`src/rtl/mod_wrap_tracker.sv`:
```
// Watches the output of an upstream modulo-UPTO counter, counts its wraps modulo WRAPS
// and latches an error on any illegal step.
module mod_wrap_tracker #(
  parameter int UPTO  = 11,
  parameter int NBITS = 4,
  parameter int WRAPS = 10,
  parameter int WBITS = 4
) (
  input  logic             clk,
  input  logic             clear,
  input  logic             en,
  input  logic [NBITS-1:0] q_in,
  output logic             tick,
  output logic             carry,
  output logic [WBITS-1:0] wrap_count,
  output logic             err,
  output logic [1:0]       state
);

  typedef enum logic [1:0] {
    IDLE  = 2'b00,
    TRACK = 2'b01,
    ERROR = 2'b10
  } state_t;

  localparam logic [NBITS:0]   LIM   = (NBITS+1)'(UPTO);
  localparam logic [NBITS:0]   LAST  = (NBITS+1)'(UPTO - 1);
  localparam logic [WBITS-1:0] WLAST = WBITS'(WRAPS - 1);

  state_t           st;
  logic [NBITS-1:0] prev;
  logic [NBITS:0]   prev_x, q_x, expected;
  logic             step_ok, stall, is_wrap, wc_last;

  // One extra bit so prev+1 cannot overflow when UPTO fills the NBITS range.
  assign prev_x   = {1'b0, prev};
  assign q_x      = {1'b0, q_in};
  assign expected = (prev_x == LAST) ? '0 : prev_x + (NBITS+1)'(1);

  // The step match is tested before the stall match so that with UPTO==1 a
  // repeated 0 counts as a wrap rather than a stall.
  assign step_ok  = (q_x == expected);
  assign stall    = (q_in == prev);
  assign is_wrap  = step_ok && (prev_x == LAST);
  assign wc_last  = (wrap_count == WLAST);

  assign state    = st;

  always_ff @(posedge clk) begin
    if (clear) begin
      st         <= IDLE;
      prev       <= '0;
      wrap_count <= '0;
      tick       <= 1'b0;
      carry      <= 1'b0;
      err        <= 1'b0;
    end else begin
      tick  <= 1'b0;
      carry <= 1'b0;
      case (st)
        IDLE: begin
          if (en) begin
            if (q_x < LIM) begin
              prev <= q_in;
              st   <= TRACK;
            end else begin
              st  <= ERROR;
              err <= 1'b1;
            end
          end
        end
        TRACK: begin
          if (en) begin
            if (step_ok) begin
              prev <= q_in;
              if (is_wrap) begin
                tick       <= 1'b1;
                carry      <= wc_last;
                wrap_count <= wc_last ? '0 : wrap_count + WBITS'(1);
              end
            end else if (!stall) begin
              st  <= ERROR;
              err <= 1'b1;
            end
          end
        end
        ERROR: begin
          err <= 1'b1;
        end
        default: begin
          st  <= ERROR;
          err <= 1'b1;
        end
      endcase
    end
  end

endmodule

```
`config.mk`:
```
export PLATFORM = sky130hd
export DESIGN_NAME = mod_wrap_tracker
export DESIGN_NICKNAME = d
export VERILOG_FILES = /design/src/rtl/mod_wrap_tracker.sv
export SDC_FILE = /design/constraint.sdc
export NUM_CORES = 1
export LEC_CHECK = 0
export ABC_CLOCK_PERIOD_IN_PS = 2450
export CAP_MARGIN = 20
export CORE_MARGIN = 4
export CORE_UTILIZATION = 64
export CTS_BUF_LIST = sky130_fd_sc_hd__clkbuf_2 sky130_fd_sc_hd__clkbuf_4 sky130_fd_sc_hd__clkbuf_8
export DETAILED_ROUTE_END_ITERATION = 8
export DONT_BUFFER_PORTS = 1
export PLACE_DENSITY = 0.85
export SYNTH_ARGS = -nofsm -noshare
export SYNTH_HDL_FRONTEND = slang
export SYNTH_SLANG_ARGS = --single-unit
```
`constraint.sdc`:
```
create_clock -name clk -period 2.45 [get_ports clk]
set_input_delay 0.1225 -clock clk [delete_from_list [all_inputs] [get_ports clk]]
set_output_delay 0.1225 -clock clk [all_outputs]
set_load 0.01 [all_outputs]
```
==> run_results.csv <==
group,metric,value,unit
final_layout,post-route-cell-area,920,um2
critical_path,reg2reg_to,"err",
final_layout,register_area,260,um2
run,max_cap_viol_count,0,
critical_path,worst-r2r-setup-slack,0.31,ns
routing,route.top_layer_used,"met4",
sta,grt_setup_unrepaired,"false",
yosys,ys_seq_area_share,29.8,%
sta,final.setup.tns,0,ns
routing,dr.first_iter.drc_count,25,
clock_tree,clock_tree.htree_level_count,1,
critical_path,worst-r2r-cell-count,5,
yosys,yosys.cell_types.count,42,
yosys,syn-num-nets,110,
clock_tree,clock_root_buffer,"sky130_fd_sc_hd__clkbuf_4",
global_routing,grt_first_pass_wirelength,3020,um
yosys,synth_top_family_by_area,"simple AND/OR/NAND/NOR gates",
critical_path,end_kind,"register",
placed_design,place.gp.congestion,0.851,
critical_path,timing.rr.start,"prev[3]",
yosys,asyncSetResetFlopFracSynth,0,%
clock_tree,cts_tree,"yes",
sta,max_slew.worst_pin.slew,0.493,ns
placed_design,io_buffer_count,0,
placed_design,dp_hpwl,1240,um
sta,finalCritPeriodShare,87.5,%
final_layout,antenna_cells_inserted,0,
yosys,synth_enable_flop_cells,0,
yosys,postSynthRegisterBits,13,
sta,timing.final.setup_violations,0,
critical_path,maximum_net_fanout_on_the_critical_path,12,
worst_hold_path,holdCritStartpoint,"clear",
sta,number_of_endpoints_with_negative_hold_slack_in_the_final_report,0,
routing,detail-route-antenna-nets,0,
critical_path,critical_path_arrival,2.34,ns
global_routing,grt_antenna_before_repair,0,
yosys,synth_area_leaders,"sky130_fd_sc_hd__dfxtp_1 (30%), sky130_fd_sc_hd__nand2_1 (6.9%), sky130_fd_sc_hd__mux2i_1 (5.7%)",
yosys,yosys-mux-area-fraction,7.03,%
sta,slew_viol_final,0,
worst_hold_path,min_delay_path_depth,2,
die,fp.dieW,44.9,um
final_layout,multi_input_comb_area,546,um2
routing,route.vias.total,767,
power,totalPowerFinal,489,uW
critical_path,worstPathCellList,"xnor2_1 -> mux2_2 -> o211ai_2 -> o21ai_0 -> o31ai_1",
yosys,synth-compound-area-share,21.4,%
critical_path,critPathRequiredTime,2.64,ns
worst_hold_path,hold_end,"wrap_count[2]",
sta,clock.fmax,0.466,GHz
clock_tree,cts_resized,0,
power,leakagePower,0.000309,uW
yosys,synth_simple_gate_area_share,29.1,%
power,irDropWorstVdd,358,uV
yosys,adder_and_majority_gate_portion_of_the_synthesized_area,0,%
yosys,yosys.area_share.xor_xnor,5.02,%
die,core-area,1280,um2
die,fp-row-count,13,
global_routing,pin_count_of_the_biggest_net_entering_global_routing,13,
die,design.die.area,2020,um2
clock_tree,clk-insertion-delay-late,0.27,ns
die,initial_utilization,67.9,%
sta,timing.hold.ws,0.0105,ns
sta,fin_worst_skew,0.000546,ns
worst_hold_path,min-delay-path-class,"input pin to register",
die,floorplan.io_pins,16,
yosys,synth_largest_type_area_fraction,29.8,%
clock_tree,cts.sinks,13,
critical_path,cp_slowest_cell,"sky130_fd_sc_hd__o211ai_2",
die,die-height,44.9,um
placed_design,dpl_cell_area,840,um2
final_layout,layout-drive-gt1-share,13.3,%
yosys,synth_ff_type,"sky130_fd_sc_hd__dfxtp_1",
power,power-per-cell-area,532,nW/um2
routing,drt_drc_violations_left,0,
yosys,netlist_instances,103,
clock_tree,numCtsBuffers,3,
routing,detailedRoute.firstPassIterationCount,4,
sta,finalWorstPathRequiredPeriod,2.14,ns
global_routing,grtUsageTotal,20.4,%
critical_path,category_of_the_worst_setup_path_launch_point,"register",
yosys,ys_warn_count,0,
status,run_status,"finished, final reports clean",
routing,totalWireLength,1850,um
routing,route.detailed.wl_per_inst,15.4,um
yosys,netlist_area,872,um2
routing,routed_via_count_divided_by_cell_count,6.39,
final_layout,fillerInstances,103,
final_layout,layout_common_cells,"sky130_fd_sc_hd__nand2_1 (16), sky130_fd_sc_hd__dfxtp_1 (13), sky130_fd_sc_hd__xnor2_1 (5), sky130_fd_sc_hd__mux2i_1 (5), sky130_fd_sc_hd__dlygate4sd3_1 (5)",
final_layout,layout_stage_area_growth_over_the_synthesis_result,5.45,%
clock_tree,clk_pin_slew,0.08,ns
routing,met3RoutedLength,101,um
final_layout,mostFrequentLayoutCell,"sky130_fd_sc_hd__nand2_1",
routing,wl_met2,923,um
clock_tree,cts_max_path_buffers,2,
routing,routedLengthMet1,800,um
sta,slew_headroom,67.1,%
critical_path,timing.setup.critical_path_class,"register to register",
global_routing,first_global_vias,672,
yosys,post-synth-top-area-cell,"sky130_fd_sc_hd__dfxtp_1",
final_layout,nets,113,
yosys,syn-mean-instance-area,8.47,um2
critical_path,worst_path_largest_cell_delay,0.44,ns
global_routing,grt-ovfl-total,0,
## state kept, by name, summed over array words and instances, names as in the netlist
name	cells
tick	1
err	1
state	2
carry	1
prev	4
wrap_count	4
## layer usage
metal | vias to the layer above | GRT usage (%)
li1 | 381 | -
met2 | 22 | 33.8
met1 | 360 | 25.8
met4 | 0 | 7.02
met5 | - | 0
met3 | 4 | 4.78
## cells by family (layout without fill, tap and decap cells)
kind of cell | after synthesis | after routing
flops | 13 | 13
buf+inv | 11 | 13
mux | 6 | 6
simple gates | 44 | 44
xor+xnor | 5 | 5
compound gates | 24 | 24
## layout make-up
class / instances / area share, %
multi-input combinational: 79 / 59.3
sequential: 13 / 28.3
timing repair buffer: 5 / 5.44
clock buffer: 4 / 3.27
tap: 15 / 2.04
inverter: 4 / 1.63
## worst max-delay path: cells and delay by family (launching register included)
family         cells  cell delay, ns
AO/OA/AOI/OAI      3            1.01
flip-flops         1            0.38
multiplexers       1            0.38
XOR/XNOR           1            0.29
## per-stage QoR
stage / worst slack, ns / instances / util [%]
finish: 0.305 / 120 / 71.6
CTS: 0.287 / 120 / 71.6
global route: 0.138 / 120 / 71.6
global placement: 0.363 / 111 / 65.3
detailed placement: 0.316 / 111 / 65.3
floorplan: 0.561 / 103 / -
## what timing repair did
item | CTS | global route
endpoints found under the hold margin | 10 | 0
hold buffers | 5 | 0
buffers inserted | 0 | 0
## power breakdown
group          internal, uW  switching [uW]
registers               224            25.6
clock network          74.2            68.7
logic                  46.2            50.9
total                   344             145
## cell usage after synthesis (3+ instances only)
library cell / instances
sky130_fd_sc_hd__a21oi_1: 3
sky130_fd_sc_hd__buf_6: 3
sky130_fd_sc_hd__dfxtp_1: 13
sky130_fd_sc_hd__inv_1: 4
sky130_fd_sc_hd__mux2i_1: 5
sky130_fd_sc_hd__nand2_1: 16
sky130_fd_sc_hd__nand2b_1: 3
sky130_fd_sc_hd__nand4_1: 3
sky130_fd_sc_hd__nor2_1: 3
sky130_fd_sc_hd__nor2b_1: 3
sky130_fd_sc_hd__o21ai_0: 4
sky130_fd_sc_hd__o31ai_1: 3
sky130_fd_sc_hd__xnor2_1: 5
## how the worst max path moves through the flow
stage,slack [ns],end,depth (start not counted),from
2_1_floorplan,0.56,wrap_count[3],7,prev[2]
3_3_place_gp,0.36,err,5,prev[3]
3_5_place_dp,0.32,state[1],5,prev[3]
4_1_cts,0.29,err,5,prev[3]
5_1_grt,0.14,err,5,prev[3]
6_report,0.31,err,5,prev[3]
Power figures use the tool's default switching activity.
